===== config.mk =====
export PLATFORM = sky130hd
export DESIGN_NAME = ps2_scancode_rx
export DESIGN_NICKNAME = d
export VERILOG_FILES = /design/src/rtl/ps2_scancode_rx.sv
export SDC_FILE = /design/constraint.sdc
export NUM_CORES = 1
export LEC_CHECK = 0
export CAP_MARGIN = 5
export CORE_ASPECT_RATIO = 1.75
export CORE_MARGIN = 5
export CORE_UTILIZATION = 30
export CTS_BUF_LIST = sky130_fd_sc_hd__clkbuf_8
export CTS_CLUSTER_DIAMETER = 100
export DETAILED_ROUTE_END_ITERATION = 8
export HOLD_SLACK_MARGIN = 0.12
export MAX_ROUTING_LAYER = met4
export PLACE_DENSITY_LB_ADDON = 0.2
export SYNTH_ARGS = -nofsm -noshare
export SYNTH_HDL_FRONTEND = slang
export SYNTH_SLANG_ARGS = --single-unit

===== constraint.sdc =====
create_clock -name CLOCK_50 -period 2.4 [get_ports CLOCK_50]
set_clock_uncertainty 0.1 [all_clocks]
set_input_delay 0.6 -clock CLOCK_50 [delete_from_list [all_inputs] [get_ports CLOCK_50]]
set_output_delay 0.6 -clock CLOCK_50 [all_outputs]
set_load 0.03 [all_outputs]

===== src/rtl/ps2_scancode_rx.sv =====
`default_nettype none
// ============================================================================
// Module  : ps2_scancode_rx
// Brief   : PS/2 device-to-host receiver; filters PS2_CLK, deframes bytes,
//           strips E0/F0 prefixes and tracks the single held key.
// Revision: 1.0
// ============================================================================
module ps2_scancode_rx #(
    parameter int FILTER_LEN  = 8,
    parameter int TIMEOUT_CYC = 50000
) (
    input  logic       CLOCK_50,
    input  logic       RESET_H,
    input  logic       PS2_CLK,
    input  logic       PS2_DAT,
    output logic [7:0] KEYCODE,
    output logic       KEY_VALID,
    output logic       EXTENDED,
    output logic       NEW_CODE,
    output logic [7:0] RAW_BYTE,
    output logic       FRAME_ERR
);

    localparam int FW = $clog2(FILTER_LEN + 1);
    localparam int TW = $clog2(TIMEOUT_CYC + 1);

    typedef enum logic [1:0] {
        IDLE   = 2'd0,
        DATA   = 2'd1,
        PARITY = 2'd2,
        STOP   = 2'd3
    } state_t;

    state_t        state_q;
    logic          clk_s1_q, clk_s2_q, dat_s1_q, dat_s2_q;
    logic          filt_q;
    logic [FW-1:0] fcnt_q;
    logic [TW-1:0] tcnt_q;
    logic [2:0]    bitcnt_q;
    logic [7:0]    shift_q;
    logic          par_ok_q;
    logic          ext_pend_q, brk_pend_q;

    logic          filt_hit_d, fe_d, to_hit_d;

    always_comb begin
        filt_hit_d = (clk_s2_q != filt_q) && (fcnt_q == FW'(FILTER_LEN - 1));
        fe_d       = filt_hit_d && filt_q;
        to_hit_d   = (state_q != IDLE) && (tcnt_q == TW'(TIMEOUT_CYC - 1));
    end

    always_ff @(posedge CLOCK_50) begin
        if (RESET_H) begin
            state_q    <= IDLE;
            clk_s1_q   <= 1'b1;
            clk_s2_q   <= 1'b1;
            dat_s1_q   <= 1'b1;
            dat_s2_q   <= 1'b1;
            filt_q     <= 1'b1;
            fcnt_q     <= '0;
            tcnt_q     <= '0;
            bitcnt_q   <= '0;
            shift_q    <= '0;
            par_ok_q   <= 1'b0;
            ext_pend_q <= 1'b0;
            brk_pend_q <= 1'b0;
            KEYCODE    <= '0;
            KEY_VALID  <= 1'b0;
            EXTENDED   <= 1'b0;
            NEW_CODE   <= 1'b0;
            RAW_BYTE   <= '0;
            FRAME_ERR  <= 1'b0;
        end else begin
            clk_s1_q  <= PS2_CLK;
            clk_s2_q  <= clk_s1_q;
            dat_s1_q  <= PS2_DAT;
            dat_s2_q  <= dat_s1_q;
            NEW_CODE  <= 1'b0;
            FRAME_ERR <= 1'b0;

            // Any disagreeing run shorter than FILTER_LEN samples is discarded
            if (clk_s2_q == filt_q) begin
                fcnt_q <= '0;
            end else if (filt_hit_d) begin
                filt_q <= clk_s2_q;
                fcnt_q <= '0;
            end else begin
                fcnt_q <= fcnt_q + 1'b1;
            end

            if (state_q == IDLE || fe_d) begin
                tcnt_q <= '0;
            end else begin
                tcnt_q <= tcnt_q + 1'b1;
            end

            if (fe_d) begin
                case (state_q)
                    IDLE: begin
                        if (!dat_s2_q) begin
                            state_q  <= DATA;
                            bitcnt_q <= '0;
                        end
                    end
                    DATA: begin
                        shift_q  <= {dat_s2_q, shift_q[7:1]};
                        bitcnt_q <= bitcnt_q + 1'b1;
                        if (bitcnt_q == 3'd7) begin
                            state_q <= PARITY;
                        end
                    end
                    PARITY: begin
                        par_ok_q <= (^shift_q) ^ dat_s2_q;
                        state_q  <= STOP;
                    end
                    default: begin
                        state_q <= IDLE;
                        if (dat_s2_q && par_ok_q) begin
                            RAW_BYTE <= shift_q;
                            if (shift_q == 8'hE0) begin
                                ext_pend_q <= 1'b1;
                            end else if (shift_q == 8'hF0) begin
                                brk_pend_q <= 1'b1;
                            end else begin
                                ext_pend_q <= 1'b0;
                                brk_pend_q <= 1'b0;
                                if (brk_pend_q) begin
                                    if (shift_q == KEYCODE && ext_pend_q == EXTENDED) begin
                                        KEYCODE   <= '0;
                                        KEY_VALID <= 1'b0;
                                        EXTENDED  <= 1'b0;
                                        NEW_CODE  <= 1'b1;
                                    end
                                end else begin
                                    KEYCODE   <= shift_q;
                                    EXTENDED  <= ext_pend_q;
                                    KEY_VALID <= 1'b1;
                                    NEW_CODE  <= 1'b1;
                                end
                            end
                        end else begin
                            FRAME_ERR  <= 1'b1;
                            ext_pend_q <= 1'b0;
                            brk_pend_q <= 1'b0;
                        end
                    end
                endcase
            end else if (to_hit_d) begin
                state_q    <= IDLE;
                FRAME_ERR  <= 1'b1;
                ext_pend_q <= 1'b0;
                brk_pend_q <= 1'b0;
            end
        end
    end

endmodule
`default_nettype wire

Yosys cells after proc, flatten, opt, wreduce, memory -nomap -nowiden. Index checks and enable logic that the tools add are counted.

Bits in registers: 61. Bits in latches: 0. Bits in writable memories: 0. ROM bits: 0. Input port bits: 4. Output and inout port bits: 20. Memories: 0.

Add/subtract/negate cells: 3. Multiply operators: 0. Div/mod/pow operators: 0. Magnitude comparators: 0. Eq/ne operators: 18. Shift operators: 0. Muxes and demuxes: 29. Bitwise operators: 7. Reductions and logical operators: 24.

Operators with widths (count): 1-bit two-way mux (20); 16-bit by 1-bit adder with 16-bit output, second input constant (1); 16-bit equality test, second input constant (1); 8-bit equality test, second input constant (2); 8-bit two-way mux (2); 3-bit AND reduction (5); 3-bit inequality test, second input constant (3); 8-bit equality test (1); 2-bit two-way mux (4); 8-bit OR reduction (1); 8-bit parity (1); 1-bit NOT (6); 2-bit one-hot mux with 3 select lines (1); 3-bit one-hot mux with 2 select lines (1); 2-bit AND reduction (3); 6-bit AND reduction (1); 2-bit nonzero test (3); 3-bit OR reduction (2); 1-bit logical AND (5); 4-bit by 1-bit adder with 4-bit output, second input constant (1); 4-bit by 3-bit equality test with 1-bit output, second input constant (1); 2-bit inequality test, second input constant (2); 4-bit inequality test, second input constant (1); 3-bit by 1-bit adder with 3-bit output, second input constant (1); 11 further kinds (12).

Longest topological paths before layout.
Depth after elaboration: 6. Mapped depth: 8.

Worst setup path after synthesis. Ideal clock, no wire load.

Path kind: register to register. Start: register shift_q[4]. End: register KEYCODE[5]. Data arrival time: 1.732 ns. Slack: 0.498 ns. Stages on the path, launching flop included: 9. Period minus slack after synthesis: 1.902 ns. Path through: dfxtp_1 > inv_1 > ha_1 > o2111ai_1 > nand4_4 > nor2_2 > buf_2 > nand2_1 > a21oi_1.

Longest elaborated chain between the ends: 4.

Ends and longest elaborated chain: from (decl) (RTL line 40) `logic [7:0] shift_q;`; from (signal assigned) (RTL line 106) `shift_q <= {dat_s2_q, shift_q[7:1]};`; 8-bit equality test (RTL line 128) `if (shift_q == KEYCODE && ext_pend_q == EXTENDED) begin`; 1-bit logical AND (RTL line 128); 2-bit by 1-bit inequality test with 1-bit output (no source line); 6-bit AND reduction (no source line) (*); to (signal assigned) (RTL line 135) `KEYCODE <= shift_q;`; to (decl) (RTL line 16) `output logic [7:0] KEYCODE,`.

Mark *: on every way between the ends. The rest lies on a longest branch, timed or not. A chain may end at the register's enable or synchronous reset.

Worst setup path in the final report.
Start: register KEYCODE[4]. End: output port KEYCODE[4].

No word-level cell between the ends.

==> results.yml <==
clock_network:
  clock_buffers_created_by_tritoncts: 9
  htree_num_levels: 3
  clock_tree_root_driver_cell: "sky130_fd_sc_hd__clkbuf_8"
  clk_latency_ns: 0.34
  num_clock_sinks: 61
  clockBufferDepth: 2
  cts_hold_repair.buffers: 0
  cts_tree: "done"
  cts_setup_buffers: 0
  clkTransAtPathRegs_ns: 0.07
  post_cts_resized: 0
synth:
  ys_seq_elements: 61
  synth_most_common_cell: "sky130_fd_sc_hd__dfxtp_1"
  synth.distinct_cells: 44
  synthesis.instances: 301
  synth-edff-count: 0
  yosys_most_used_dff: "sky130_fd_sc_hd__dfxtp_1"
  ys_async_sr_fraction: 0
  syn_area_mm2: 0.00278
  postSynthAreaPerCell_um2: 9.22
  yosysTopAreaCellShare: 0.440
  mappedNetlistNets: 318
  yosysWarnings: 0
  post_synth_most_frequent_cells: "sky130_fd_sc_hd__dfxtp_1 (61), sky130_fd_sc_hd__nor2_1 (41), sky130_fd_sc_hd__nand2_1 (24)"
  synthTopCellsByArea: "sky130_fd_sc_hd__dfxtp_1 (44%), sky130_fd_sc_hd__mux2i_1 (6.1%), sky130_fd_sc_hd__ha_1 (5.9%)"
  synth_area_leader_cell: "sky130_fd_sc_hd__dfxtp_1"
  synth.yosys.seq_area_share: 0.440
timing:
  fin_setup_tns_ns: 0
  maxSlewHeadroom: 0.646
  timing.final.setup_violations: 0
  hold_violations: 0
  period_minus_slack_ns: 2.11
  report.final.slew_viol_count: 0
  worst_hold_slack_ns: 0.315
  max_freq_mhz: 474
  worst_slew_pin_slew_ns: 0.531
  rsz_0062_raised_after_global_routing: "false"
  final_min_period_over_clock_period: 0.880
die:
  area_enclosed_by_the_die_boundary_mm2: 0.0114
  floorplan.initialDensity: 0.307
  fp.coreArea_mm2: 0.00904
  die_y_um: 137
  floorplan.io_pins: 24
  placement_rows: 46
  die_span_in_x_um: 82.7
global_route:
  grt_util_all_layers: 0.127
  grt_pass1_vias: 2259
  overflow: 0
  antenna_violations_before_repair: 0
  grt_max_degree: 38
  global_route_wire_length_before_repair_um: 10600
outcome:
  status: "complete, no violations"
pwr:
  internal_power_uw: 1420
  seqPwrFrac: 0.548
  clock_power_frac: 0.437
  cellPowerDensity_mw_per_mm2: 555
  total_leakage_power_uw: 0.00130
  design_power_total_uw: 1860
  power.switching_uw: 433
  comb_power_share: 0.015
  switching_share: 0.233
  ir_worst_vdd_mv: 0.354
critical_path:
  worst-setup-path-type: "flop to output pin"
  critical_path.max_stage_delay_ns: 0.69
  reg2reg_setup_slack_ns: 0.32
  critical_path.slowest_cell: "sky130_fd_sc_hd__clkdlybuf4s50_1"
  crit-reg2reg-launch: "state_q[0]"
  crit_path_start_kind: "flop"
  worst_ep_required_time_ns: 1.70
  crit_path_max_fanout: 3
  worst_path_dominant_cell_family: "buffers and inverters"
  r2r.worst_path.cells: 7
  chain_of_cells_forming_the_critical_path: "clkdlybuf4s50_1"
  regToRegEndpoint: "ext_pend_q"
  critical_path_buf_inv_count: 1
  timing.critical_path.to_type: "output pin"
  crit_path_arrival_time_ns: 1.41
place:
  dpl.hpwl_um: 4470
  io_buffer_count: 23
  placed_area_mm2: 0.00317
  routability_congestion_estimate: 0.771
detailed_routing:
  wl_per_cell_um: 13.2
  wl_um: 6030
  vias: 2119
  drt_drc_violations_left: 0
  drt_first_iter_violations: 78
  avgViaCountPerCell: 4.63
  antenna_left: 0
  first_pass_iters: 4
finish:
  postLayoutCellArea_mm2: 0.00334
  drive_above_1_share: 0.101
  flow.area_growth_from_synthesis_pct: 20.5
  utilization: 0.370
  nets: 351
  antenna-diode-count: 0
min_path:
  hold_path.class: "flop to flop"
  worst_hold_startpoint: "clk_s1_q"
  whs_endpoint: "clk_s2_q"
  worstHoldPathCells: 1
flow_run:
  maxCapViolCount: 0
## cell usage in the layout (no fill, tap or decap), drive strengths merged
master         synthesis  routed
a21oi                 17      17
a311oi                 1       1
a32o                   2       2
and2                   3       3
and2b                  1       1
and3                  10      10
and3b                  1       1
and4                   2       2
and4bb                 1       1
buf                    5       8
clkbuf                 4      10
clkdlybuf4s50          0      23
clkinv                 1       2
clkinvlp               0       3
dfxtp                 61      61
ha                    13      13
inv                   11      12
mux2                   1       1
mux2i                 17      17
nand2                 24      24
nand2b                 2       2
nand3                 11      11
nand3b                 1       1
nand4                  4       4
nor2                  42      42
nor2b                  1       1
nor3                   5       5
nor4                   2       2
nor4bb                 1       1
o2111ai                2       2
o211ai                 1       1
o21a                   1       1
o21ai                  9       9
or2                    4       4
or3                    3       3
or3b                   9       9
or4                    1       1
xnor2                 11      11
xor2                  16      16
## kinds of logic (layout without fill, tap and decap cells)
logic type / count (synthesis) / in the layout / share of synthesized area
AOI/OAI and AO/OA: 33 / 33 / 0.0690
xor gates and xnor gates: 27 / 27 / 0.0852
adders and majority gates: 13 / 13 / 0.0586
buffers and inverters: 21 / 58 / 0.0329
DFF: 61 / 61 / 0.440
muxes: 18 / 18 / 0.0653
and+or+nand+nor: 128 / 128 / 0.249
## power groups by stage
stage	Combinational (µW)	Clock (µW)	Sequential, µW
after floorplan	17.6	0	1040
after global placement	28.8	0	1040
after detailed placement	28.7	0	1040
after CTS	28.8	841	1020
after global routing	31.5	887	1020
final	28.1	811	1020
## layer usage
layer	track usage	part of all wire	wire length (µm)
met1	0.138	0.41	2450
met2	0.216	0.56	3340
met3	0.0327	0.023	136
met4	0.0491	0.016	94
met5	-	0	0
## cell type report
cell class	instances	area (µm²)
clock buffer	10	138
fill	955	5690
timing repair buffer	31	290
sequential	61	1220
clock inverter	5	36.3
multi-input combinational	219	1460
tap	120	150
inverter	12	45.0
## worst max-delay path by stage
stage,startpoint,end,cells past startpoint
after floorplan,shift_q[4],KEYCODE[5],8
after global placement,state_q[0],ext_pend_q,7
after detailed placement,RESET_H,tcnt_q[15],3
after CTS,KEYCODE[4],KEYCODE[4],1
after global routing,state_q[0],ext_pend_q,7
final,KEYCODE[4],KEYCODE[4],1
## stage by stage
step                      cells  worst slack (ns)
after global placement      443             0.291
after CTS                   458             0.259
after floorplan             301             0.498
final                       458             0.289
after detailed placement    443             0.298
after global routing        458            0.0638
## state kept, by name, summed over array words and instances, names as in the netlist, 2 cells and up
signal and flops:
KEYCODE 8, RAW_BYTE 8, bitcnt_q 3, fcnt_q 4
shift_q 8, state_q 2, tcnt_q 16
No activity file was read; power rests on OpenSTA's default activity.
